$ cat src/rtl/eth_10g_lf_pkg.sv
// Shared types for the 10G link-fault sequencer: FSM states, RX status codes
// and the state-to-event encoding.
package eth_10g_lf_pkg;

  typedef enum logic [1:0] {
    LINK_OK = 2'b00,
    LOCAL   = 2'b01,
    REMOTE  = 2'b10,
    HOLD    = 2'b11
  } lf_state_t;

  localparam logic [1:0] LF_NONE   = 2'b00;
  localparam logic [1:0] LF_LOCAL  = 2'b01;
  localparam logic [1:0] LF_REMOTE = 2'b10;
  localparam logic [1:0] LF_RSVD   = 2'b11;

  function automatic logic [1:0] state_code(input lf_state_t s);
    logic [1:0] code;
    code = 2'b11;
    case (s)
      LINK_OK: code = 2'b00;
      LOCAL:   code = 2'b01;
      REMOTE:  code = 2'b10;
      HOLD:    code = 2'b11;
      default: code = 2'b11;
    endcase
    return code;
  endfunction

endpackage

$ cat src/rtl/eth_10g_lf_debounce.sv
// Accepts a link-fault status once it has been seen DEBOUNCE_CYCLES times in a row
// on valid cycles; reserved codes and idle cycles neither extend nor break a run.
module eth_10g_lf_debounce
  import eth_10g_lf_pkg::*;
#(
  parameter int DEBOUNCE_CYCLES = 4
) (
  input  logic       clk,
  input  logic       rst,
  input  logic [1:0] in_data,
  input  logic       in_valid,
  output logic [1:0] acc,
  output logic       acc_valid
);

  localparam int DW = $clog2(DEBOUNCE_CYCLES + 1);
  localparam logic [DW-1:0] DMAX = DW'(DEBOUNCE_CYCLES);

  logic [1:0]    cand_q, cand_d;
  logic [DW-1:0] dcnt_q, dcnt_d;

  always_comb begin
    cand_d = cand_q;
    dcnt_d = dcnt_q;
    if (in_valid && (in_data != LF_RSVD)) begin
      if (in_data == cand_q) begin
        if (dcnt_q != DMAX) dcnt_d = dcnt_q + DW'(1);
      end else begin
        cand_d = in_data;
        dcnt_d = DW'(1);
      end
    end
  end

  always_ff @(posedge clk or posedge rst) begin
    if (rst) begin
      cand_q <= LF_NONE;
      dcnt_q <= '0;
    end else begin
      cand_q <= cand_d;
      dcnt_q <= dcnt_d;
    end
  end

  assign acc       = cand_q;
  assign acc_valid = (dcnt_q == DMAX);

endmodule

$ cat src/rtl/eth_10g_link_fault_sequencer.sv
// Link-fault FSM driving the TX reconciliation controls, with a hold-off timer,
// a single-entry status-change event slot and a saturating fault counter.
module eth_10g_link_fault_sequencer
  import eth_10g_lf_pkg::*;
#(
  parameter int DEBOUNCE_CYCLES = 4,
  parameter int HOLD_CYCLES     = 128,
  parameter int CNT_W           = 16
) (
  input  logic             clk,
  input  logic             reset,
  input  logic [1:0]       in_data,
  input  logic             in_valid,
  output logic [1:0]       out_data,
  output logic             out_valid,
  input  logic             out_ready,
  output logic             evt_overflow,
  output logic             tx_send_rf,
  output logic             tx_send_idle,
  output logic             link_up,
  output logic [CNT_W-1:0] fault_count,
  input  logic             clr_count
);

  localparam int HW = (HOLD_CYCLES > 1) ? $clog2(HOLD_CYCLES) : 1;
  localparam logic [HW-1:0] HOLD_INIT = HW'(HOLD_CYCLES - 1);

  logic [1:0] acc;
  logic       acc_valid;

  eth_10g_lf_debounce #(.DEBOUNCE_CYCLES(DEBOUNCE_CYCLES)) u_debounce (
    .clk       (clk),
    .rst       (reset),
    .in_data   (in_data),
    .in_valid  (in_valid),
    .acc       (acc),
    .acc_valid (acc_valid)
  );

  lf_state_t        state_q, state_d;
  logic [HW-1:0]    hold_tmr_q, hold_tmr_d;
  logic             out_valid_q, out_valid_d;
  logic [1:0]       out_data_q, out_data_d;
  logic             evt_ovf_q, evt_ovf_d;
  logic [CNT_W-1:0] fault_cnt_q, fault_cnt_d;
  logic             state_chg;

  always_comb begin
    state_d    = state_q;
    hold_tmr_d = hold_tmr_q;
    case (state_q)
      LINK_OK: begin
        if (acc_valid && acc == LF_LOCAL)       state_d = LOCAL;
        else if (acc_valid && acc == LF_REMOTE) state_d = REMOTE;
      end
      LOCAL: begin
        if (acc_valid && acc == LF_REMOTE) state_d = REMOTE;
        else if (acc_valid && acc == LF_NONE) begin
          state_d    = HOLD;
          hold_tmr_d = HOLD_INIT;
        end
      end
      REMOTE: begin
        if (acc_valid && acc == LF_LOCAL) state_d = LOCAL;
        else if (acc_valid && acc == LF_NONE) begin
          state_d    = HOLD;
          hold_tmr_d = HOLD_INIT;
        end
      end
      HOLD: begin
        // Timer only runs on accepted no-fault; a fault beats expiry.
        if (acc_valid && acc == LF_LOCAL)       state_d = LOCAL;
        else if (acc_valid && acc == LF_REMOTE) state_d = REMOTE;
        else if (acc_valid && acc == LF_NONE) begin
          if (hold_tmr_q == '0) state_d = LINK_OK;
          else                  hold_tmr_d = hold_tmr_q - HW'(1);
        end
      end
      default: state_d = HOLD;
    endcase
  end

  assign state_chg = (state_d != state_q);

  always_comb begin
    out_valid_d = out_valid_q;
    out_data_d  = out_data_q;
    evt_ovf_d   = evt_ovf_q;
    fault_cnt_d = fault_cnt_q;
    if (state_chg) begin
      out_valid_d = 1'b1;
      out_data_d  = state_code(state_d);
      if (out_valid_q && !out_ready) evt_ovf_d = 1'b1;
    end else if (out_valid_q && out_ready) begin
      out_valid_d = 1'b0;
    end
    if (state_chg && (state_d == LOCAL || state_d == REMOTE) && (fault_cnt_q != '1))
      fault_cnt_d = fault_cnt_q + CNT_W'(1);
    if (clr_count) begin
      fault_cnt_d = '0;
      evt_ovf_d   = 1'b0;
    end
  end

  always_ff @(posedge clk or posedge reset) begin
    if (reset) begin
      state_q     <= HOLD;
      hold_tmr_q  <= HOLD_INIT;
      out_valid_q <= 1'b0;
      out_data_q  <= 2'b11;
      evt_ovf_q   <= 1'b0;
      fault_cnt_q <= '0;
    end else begin
      state_q     <= state_d;
      hold_tmr_q  <= hold_tmr_d;
      out_valid_q <= out_valid_d;
      out_data_q  <= out_data_d;
      evt_ovf_q   <= evt_ovf_d;
      fault_cnt_q <= fault_cnt_d;
    end
  end

  assign out_valid    = out_valid_q;
  assign out_data     = out_data_q;
  assign evt_overflow = evt_ovf_q;
  assign fault_count  = fault_cnt_q;
  assign tx_send_rf   = (state_q == LOCAL);
  assign tx_send_idle = (state_q == REMOTE) || (state_q == HOLD);
  assign link_up      = (state_q == LINK_OK);

endmodule

$ cat config.mk
export PLATFORM = sky130hd
export DESIGN_NAME = eth_10g_link_fault_sequencer
export DESIGN_NICKNAME = d
export VERILOG_FILES = /design/src/rtl/eth_10g_lf_pkg.sv /design/src/rtl/eth_10g_lf_debounce.sv /design/src/rtl/eth_10g_link_fault_sequencer.sv
export SDC_FILE = /design/constraint.sdc
export NUM_CORES = 1
export LEC_CHECK = 0
export CAP_MARGIN = 20
export CORE_UTILIZATION = 30
export DETAILED_ROUTE_END_ITERATION = 12
export PLACE_DENSITY = 0.6
export SYNTH_ARGS = -nofsm -noshare
export SYNTH_HDL_FRONTEND = slang
export SYNTH_SLANG_ARGS = --single-unit
$ cat constraint.sdc
create_clock -name clk -period 2.65 [get_ports clk]
set_input_delay 0.3975 -clock clk [delete_from_list [all_inputs] [get_ports clk]]
set_output_delay 0.3975 -clock clk [all_outputs]
set_load 0.005 [all_outputs]
==> impl_metrics.py, run 1 <==
metrics = {
    "detailed_routing": {
        "drt_drc_violations_left": 5,
        "vias_per_cell": 5.17,
        "via_count": 1903,
        "routedWlPerCell_microns": 13.3,
        "detail_route.iter0.violations": 137,
        "wirelength_microns": 4890,
        "route.antenna.remaining_nets": 0,
        "drt_pre_antenna_iters": 9,
    },
    "power_and_ir_drop": {
        "power.ir.vdd_worst_mv": 0.177,
        "p_leak_uw": 0.00114,
        "power_density_nw_per_um2": 448,
    },
    "floorplan": {
        "horizontal_die_dimension_microns": 83.9,
        "core-area_sq_um": 6420,
        "initial_core_util_pct": 31.4,
        "top_level_pins": 30,
        "rows": 29,
        "area_of_the_die_sq_um": 7050,
        "die-height_microns": 83.9,
    },
    "final_layout": {
        "instances_no_fill": 368,
        "finalNetCount": 304,
        "areaGrowthSynthToFinish_pct": 39.2,
        "finish.instance_area_sq_um": 2800,
        "antenna-diode-count": 0,
        "drive_gt1_share_pct": 24.7,
    },
    "global_route": {
        "first_pass_grt_wire_length_microns": 8150,
        "grtUsageTotal_pct": 14.3,
        "maximum_number_of_pins_on_one_net_before_global_route_repair": 35,
        "grt_overflow": 0,
        "first_global_vias": 1741,
        "grt_antenna_before_repair": 0,
    },
    "placed_design": {
        "place.detailed.instances": 352,
        "detailed_place.area_sq_um": 2600,
        "place.gp.congestion": 0.896,
        "portBuffers": 29,
        "hpwlAfterDp_microns": 3300,
    },
    "sta": {
        "timing.slew.headroom_pct": 64.5,
        "final_setup_fails": 16,
        "timing.setup.tns_ns": -2.75,
        "finalClockSkew_ns": 0.00983,
        "worstMarginPinSlew_ns": 0.528,
        "finalHoldWorstSlack_ns": 0.473,
        "unrepaired_setup_endpoints_after_global_routing": "true",
        "worst_slack_ns": -0.237,
        "tmin_final_ns": 2.89,
        "max_freq_mhz": 346,
        "timing_hold_violations_final": 0,
        "timing.final.crit_share_pct": 109,
        "slew_viol_final": 0,
    },
    "synthesis": {
        "post_synthesis_average_cell_area_sq_um": 8.72,
        "yosys_most_used_dff": "sky130_fd_sc_hd__dfrtp_1",
        "number_of_flops_mapped_to_enable_cells_by_yosys": 0,
        "post_synth_inst_count": 231,
        "synthesized_cell_area_sq_um": 2010,
        "yosys_register_bits": 34,
        "net_count_after_synthesis": 245,
        "synth_cell_type_count": 42,
        "ys.warnings.count": 0,
        "synth.yosys.seq_area_share_pct": 42.9,
        "ys_async_sr_fraction_pct": 100,
    },
    "clocking": {
        "cts.sink_count": 34,
        "cts_inserted_buffers": 5,
        "cts-root-buf": "sky130_fd_sc_hd__clkbuf_8",
        "cts-htree-levels": 2,
        "worst_setup_hold_path_clk_slew_ns": 0.08,
        "clk-insertion-delay-late_ns": 0.29,
        "maximum_count_of_clock_buffers_along_a_single_path": 2,
        "cts_hold_buf": 0,
        "tritoncts": "done",
    },
    "status": {
        "violated_checks": "design-rule violations, negative setup slack",
        "outcome": "finished with violations",
    },
    "worst_setup_path": {
        "regToRegSetupSlack_ns": -0.24,
        "worst-setup-path-type": "flip-flop to flip-flop",
        "worstSetupStartpointType": "flip-flop",
        "timing.critical_path.required_ns": 2.87,
        "worst_setup_path_end_kind": "flip-flop",
        "critical_path.max_fanout": 6,
        "worstPathArrival_ns": 3.11,
    },
    "run": {
        "cap_violations": 0,
    },
    "hold_path": {
        "holdCritPathClass": "flip-flop to flip-flop",
    },
}
path summary, 6_finish.rpt:
| check | start | endpoint | depth (start not counted) |
|---|---|---|---|
| max | hold_tmr_q[1] | fault_count[10] | 12 |
| min | out_data[1] | out_data[1] | 2 |
| max reg2reg | hold_tmr_q[1] | fault_count[10] | 12 |
| min reg2reg | out_data[1] | out_data[1] | 2 |
| max in group asynchronous | reset | state_q[1] | 3 |
| min in group asynchronous | reset | fault_count[12] | 3 |
area by class of cell:
type | count | area [sq um]
fillers | 619 | 3620
repair buffers | 64 | 574
well taps | 77 | 96.3
clock buffers | 6 | 82.6
inverters | 13 | 48.8
multi-input cells | 172 | 1120
flip-flops and latches | 34 | 865
clock inverters | 2 | 12.5
cells by family (layout without fill, tap and decap cells):
family | count (synthesis) | after routing | share of synthesized area [%]
simple gates | 101 | 101 | 27.3
compound gates | 56 | 56 | 17.0
flops | 34 | 34 | 42.9
buf+inv | 25 | 85 | 4.84
fa+ha+maj | 7 | 7 | 4.35
xor+xnor | 7 | 7 | 3.04
mux | 1 | 1 | 0.559
state kept, by name, summed over array words and instances, names as in the netlist:
register / cells
evt_overflow: 1
u_debounce.acc: 2
out_valid: 1
out_data: 2
state_q: 2
fault_count: 16
u_debounce.dcnt_q: 3
hold_tmr_q: 7
power breakdown:
group | total (uW) | internal, uW | switching, uW
Clock | 409 | 209 | 200
Sequential | 583 | 559 | 23.8
Combinational | 265 | 133 | 132
repair_timing:
item | 4_1_cts | 5_1_grt
setup buffers | 4 | 3
pin swaps | 1 | 3
resized for setup | 4 | 10
gates cloned | 1 | 0
endpoints found under the setup margin | 16 | 16
cell usage after synthesis, types with 2 or more instances:
cell type | number | area [sq um]
sky130_fd_sc_hd__xor2_1 | 6 | 52.6
sky130_fd_sc_hd__a22oi_1 | 2 | 15.0
sky130_fd_sc_hd__nand3_1 | 8 | 40.0
sky130_fd_sc_hd__or4_1 | 3 | 22.5
sky130_fd_sc_hd__dfrtp_1 | 23 | 576
sky130_fd_sc_hd__nor2_1 | 21 | 78.8
sky130_fd_sc_hd__nand2b_1 | 2 | 12.5
sky130_fd_sc_hd__or2_2 | 2 | 12.5
sky130_fd_sc_hd__o31ai_1 | 2 | 15.0
sky130_fd_sc_hd__nand2_1 | 16 | 60.1
sky130_fd_sc_hd__buf_2 | 2 | 10.0
sky130_fd_sc_hd__and3_1 | 5 | 31.3
sky130_fd_sc_hd__o21ai_0 | 19 | 95.1
sky130_fd_sc_hd__ha_1 | 7 | 87.6
sky130_fd_sc_hd__clkbuf_1 | 8 | 30.0
sky130_fd_sc_hd__or3_1 | 15 | 93.8
sky130_fd_sc_hd__nor2b_1 | 5 | 31.3
sky130_fd_sc_hd__o22a_1 | 2 | 17.5
sky130_fd_sc_hd__a21oi_1 | 24 | 120
sky130_fd_sc_hd__nor3_1 | 3 | 15.0
sky130_fd_sc_hd__dfstp_2 | 11 | 289
sky130_fd_sc_hd__nand4_1 | 13 | 81.3
sky130_fd_sc_hd__inv_1 | 13 | 48.8
layer usage:
| metal | share of wire [%] | track usage (%) | routed length, microns | up-vias |
|---|---|---|---|---|
| met4 | 0.72 | 5.33 | 35 | 0 |
| met5 | 0 | 0 | 0 | - |
| li1 | - | - | - | 949 |
| met3 | 3.7 | 2.67 | 181 | 2 |
| met1 | 50 | 19.9 | 2440 | 913 |
| met2 | 46 | 22.1 | 2230 | 39 |
metrics by stage:
step | worst slack [ns] | power [uW] | util, %
2_1_floorplan | -0.0809 | 738 | -
3_3_place_gp | -0.153 | 847 | 40.5
3_5_place_dp | -0.228 | 848 | 40.5
4_1_cts | -0.193 | 1270 | 42.9
5_1_grt | -0.319 | 1320 | 43.7
6_report | -0.237 | 1260 | 43.7
cells in the final DEF, fill, tap and decap left out, types with 2 or more instances in the layout:
| master | synthesis | routed |
|---|---|---|
| sky130_fd_sc_hd__inv_2 | 0 | 2 |
| sky130_fd_sc_hd__or4_1 | 3 | 3 |
| sky130_fd_sc_hd__clkdlybuf4s50_1 | 0 | 29 |
| sky130_fd_sc_hd__nand3_1 | 8 | 8 |
| sky130_fd_sc_hd__ha_1 | 7 | 6 |
| sky130_fd_sc_hd__inv_1 | 13 | 11 |
| sky130_fd_sc_hd__nor2b_1 | 5 | 5 |
| sky130_fd_sc_hd__o22a_1 | 2 | 2 |
| sky130_fd_sc_hd__buf_6 | 0 | 3 |
| sky130_fd_sc_hd__or3_1 | 15 | 14 |
| sky130_fd_sc_hd__a22oi_1 | 2 | 2 |
| sky130_fd_sc_hd__o21ai_1 | 0 | 2 |
| sky130_fd_sc_hd__or2_2 | 2 | 2 |
| sky130_fd_sc_hd__o21ai_0 | 19 | 16 |
| sky130_fd_sc_hd__a21oi_2 | 0 | 3 |
| sky130_fd_sc_hd__clkbuf_8 | 0 | 6 |
| sky130_fd_sc_hd__and3_1 | 5 | 5 |
| sky130_fd_sc_hd__nand4_1 | 13 | 13 |
| sky130_fd_sc_hd__o31ai_1 | 2 | 2 |
| sky130_fd_sc_hd__nand2b_1 | 2 | 2 |
| sky130_fd_sc_hd__xor2_1 | 6 | 6 |
| sky130_fd_sc_hd__nor2_1 | 21 | 19 |
| sky130_fd_sc_hd__dfstp_2 | 11 | 11 |
| sky130_fd_sc_hd__nor3_1 | 3 | 2 |
| sky130_fd_sc_hd__buf_4 | 0 | 30 |
| sky130_fd_sc_hd__dfrtp_1 | 23 | 23 |
| sky130_fd_sc_hd__a21oi_1 | 24 | 21 |
| sky130_fd_sc_hd__nand2_1 | 16 | 16 |
critical path, cell delays in order (launching register included):
cell	delay [ns]
sky130_fd_sc_hd__dfstp_2	0.37
sky130_fd_sc_hd__inv_2	0.07
sky130_fd_sc_hd__ha_4	0.13
sky130_fd_sc_hd__or4b_4	0.48
sky130_fd_sc_hd__nor3_4	0.15
sky130_fd_sc_hd__a21oi_1	0.09
sky130_fd_sc_hd__o32a_1	0.21
sky130_fd_sc_hd__ha_1	0.32
sky130_fd_sc_hd__nor2_2	0.13
sky130_fd_sc_hd__nand4_4	0.18
sky130_fd_sc_hd__buf_6	0.18
sky130_fd_sc_hd__or4_1	0.39
sky130_fd_sc_hd__a21oi_1	0.12
Note: power is estimated with default switching activity, not from simulation.
==> run 2, diff against run 1 <==
--- a/config.mk
+++ b/config.mk
@@ -6,6 +6,7 @@
 export NUM_CORES = 1
 export LEC_CHECK = 0
 export CAP_MARGIN = 20
+export CORE_MARGIN = 2
 export CORE_UTILIZATION = 30
 export DETAILED_ROUTE_END_ITERATION = 12
 export PLACE_DENSITY = 0.6
==> run 2 against run 1 <==
Net effect:
- the run ends with negative setup slack left
- count of clock-buffer cells in the layout shrank 1
- total power shrank 1.9%
- register-to-register slack gained 0.05 ns
- via count grew 1.9%
- die area grew 4.8%
- sequential share of layout area shrank 0.74 points
==> impl_metrics.py, run 2 (same netlist as run 1, synthesis figures left out) <==
metrics = {
    "status": {
        "outcome": "finished with violations",
        "violated_checks": "negative setup slack",
    },
    "final_layout": {
        "mostFrequentLayoutCell": "sky130_fd_sc_hd__buf_4",
        "largest_register_ffs": 16,
        "finalNetCount": 309,
        "drive_gt1_share_pct": 26.4,
        "antenna-diode-count": 0,
        "areaGrowthSynthToFinish_pct": 42.6,
        "finish.instance_area_sq_um": 2870,
        "mostFrequentLayoutCells": "sky130_fd_sc_hd__buf_4, sky130_fd_sc_hd__clkdlybuf4s50_1, sky130_fd_sc_hd__dfrtp_1, sky130_fd_sc_hd__a21oi_1",
        "layout.core_utilization_pct": 44.7,
        "fill_cell_count": 628,
    },
    "detailed_routing": {
        "detail_route.iter0.violations": 130,
        "wirelength_microns": 5210,
        "routedWlPerCell_microns": 14.0,
        "vias_per_cell": 5.22,
        "route.antenna.remaining_nets": 0,
        "via_count": 1940,
        "drt_drc_violations_left": 0,
        "drt_pre_antenna_iters": 5,
    },
    "run": {
        "cap_violations": 0,
    },
    "clocking": {
        "cts_hold_buf": 0,
        "cts-htree-levels": 2,
        "cts.sink_count": 34,
        "cts-root-buf": "sky130_fd_sc_hd__clkbuf_8",
        "worst_setup_hold_path_clk_slew_ns": 0.07,
        "tritoncts": "done",
        "cts_inserted_buffers": 5,
        "maximum_count_of_clock_buffers_along_a_single_path": 2,
        "clk-insertion-delay-late_ns": 0.29,
    },
    "power_and_ir_drop": {
        "p_leak_uw": 0.00116,
        "power.ir.vdd_worst_mv": 0.175,
        "power_density_nw_per_um2": 430,
    },
    "sta": {
        "worstMarginPinSlew_ns": 0.609,
        "unrepaired_setup_endpoints_after_global_routing": "true",
        "timing.final.crit_share_pct": 107,
        "tmin_final_ns": 2.84,
        "worst_slack_ns": -0.187,
        "slew_viol_final": 0,
        "timing.slew.headroom_pct": 59.0,
        "timing.setup.tns_ns": -2.34,
        "timing_hold_violations_final": 0,
        "final_setup_fails": 16,
        "finalClockSkew_ns": 0.00663,
        "max_freq_mhz": 352,
        "finalHoldWorstSlack_ns": 0.480,
    },
    "global_route": {
        "grtUsageTotal_pct": 15.1,
        "grt_overflow": 0,
        "gr-max-usage-layer": "met2",
        "groute.layer.met2.usage_pct": 21.8,
        "grt_antenna_before_repair": 0,
        "gr-usage-met3_pct": 3.75,
        "maximum_number_of_pins_on_one_net_before_global_route_repair": 35,
        "first_global_vias": 1864,
        "first_pass_grt_wire_length_microns": 8800,
        "grt_use_met1_pct": 21.2,
    },
    "floorplan": {
        "core-area_sq_um": 6420,
        "die-height_microns": 85.9,
        "horizontal_die_dimension_microns": 85.9,
        "area_of_the_die_sq_um": 7390,
        "top_level_pins": 30,
        "initial_core_util_pct": 31.4,
        "rows": 29,
    },
    "worst_setup_path": {
        "worst-setup-path-type": "flip-flop to flip-flop",
        "critical_path.max_fanout": 8,
        "timing.critical_path.required_ns": 2.87,
        "worstPathArrival_ns": 3.06,
        "worstSetupStartpointType": "flip-flop",
        "worst_setup_path_end_kind": "flip-flop",
    },
    "placed_design": {
        "hpwlAfterDp_microns": 3440,
        "place.gp.congestion": 0.843,
        "detailed_place.area_sq_um": 2630,
        "portBuffers": 29,
    },
    "hold_path": {
        "holdCritPathClass": "flip-flop to flip-flop",
    },
}
run 2: worst max-delay path, cell delays in order, from the launching register on:
cell and delay, ns:
sky130_fd_sc_hd__dfstp_2 0.37, sky130_fd_sc_hd__inv_2 0.07, sky130_fd_sc_hd__ha_4 0.13, sky130_fd_sc_hd__or4b_4 0.48, sky130_fd_sc_hd__nor3_4 0.15, sky130_fd_sc_hd__a21oi_2 0.08
sky130_fd_sc_hd__o32a_1 0.24, sky130_fd_sc_hd__ha_4 0.27, sky130_fd_sc_hd__nor2_4 0.10, sky130_fd_sc_hd__nand4_4 0.19, sky130_fd_sc_hd__buf_12 0.22, sky130_fd_sc_hd__or3_4 0.32
sky130_fd_sc_hd__a21oi_2 0.13
run 2: area by class of cell:
type / count / area, sq um / share of cell area, %
clock inverters: 2 / 10.0 / 0.348
flip-flops and latches: 34 / 865 / 30.1
multi-input cells: 173 / 1170 / 40.6
inverters: 13 / 48.8 / 1.70
clock buffers: 5 / 68.8 / 2.40
repair buffers: 68 / 617 / 21.5
well taps: 77 / 96.3 / 3.35
run 2: path summary, 6_finish.rpt:
check	startpoint	end	slack, ns	cells after the start
setup / recovery	hold_tmr_q[1]	fault_count[7]	-0.19	12
hold / removal	out_data[1]	out_data[1]	0.48	2
setup reg to reg	hold_tmr_q[1]	fault_count[7]	-0.19	12
hold reg to reg	out_data[1]	out_data[1]	0.48	2
max in group asynchronous	reset	state_q[1]	1.80	3
min in group asynchronous	reset	fault_count[7]	0.51	3
run 2: repair_timing:
action	CTS	global route
pin swaps	8	8
resized for setup	7	8
gates cloned	3	0
endpoints found under the setup margin	16	16
setup buffers	4	3
run 2: through the flow:
step	std cells	total power (uW)	setup WS (ns)
after floorplan	231	738	-0.0809
after global placement	355	851	-0.145
after detailed placement	355	855	-0.204
after CTS	369	1250	-0.172
after global routing	372	1310	-0.291
final	372	1230	-0.187
run 2: power breakdown:
part           total (uW)  internal [uW]  leakage, uW  switching, uW
Combinational         279            139     0.000694            140
Clock                 369            176    0.0000438            193
Sequential            585            559     0.000426           26.0
Total                1230            875      0.00116            359
run 2: layer usage:
metal | part of all wire, % | routed length (microns)
met1 | 48 | 2500
met2 | 46 | 2370
met3 | 4.3 | 223
met4 | 2.2 | 115
met5 | 0 | 0
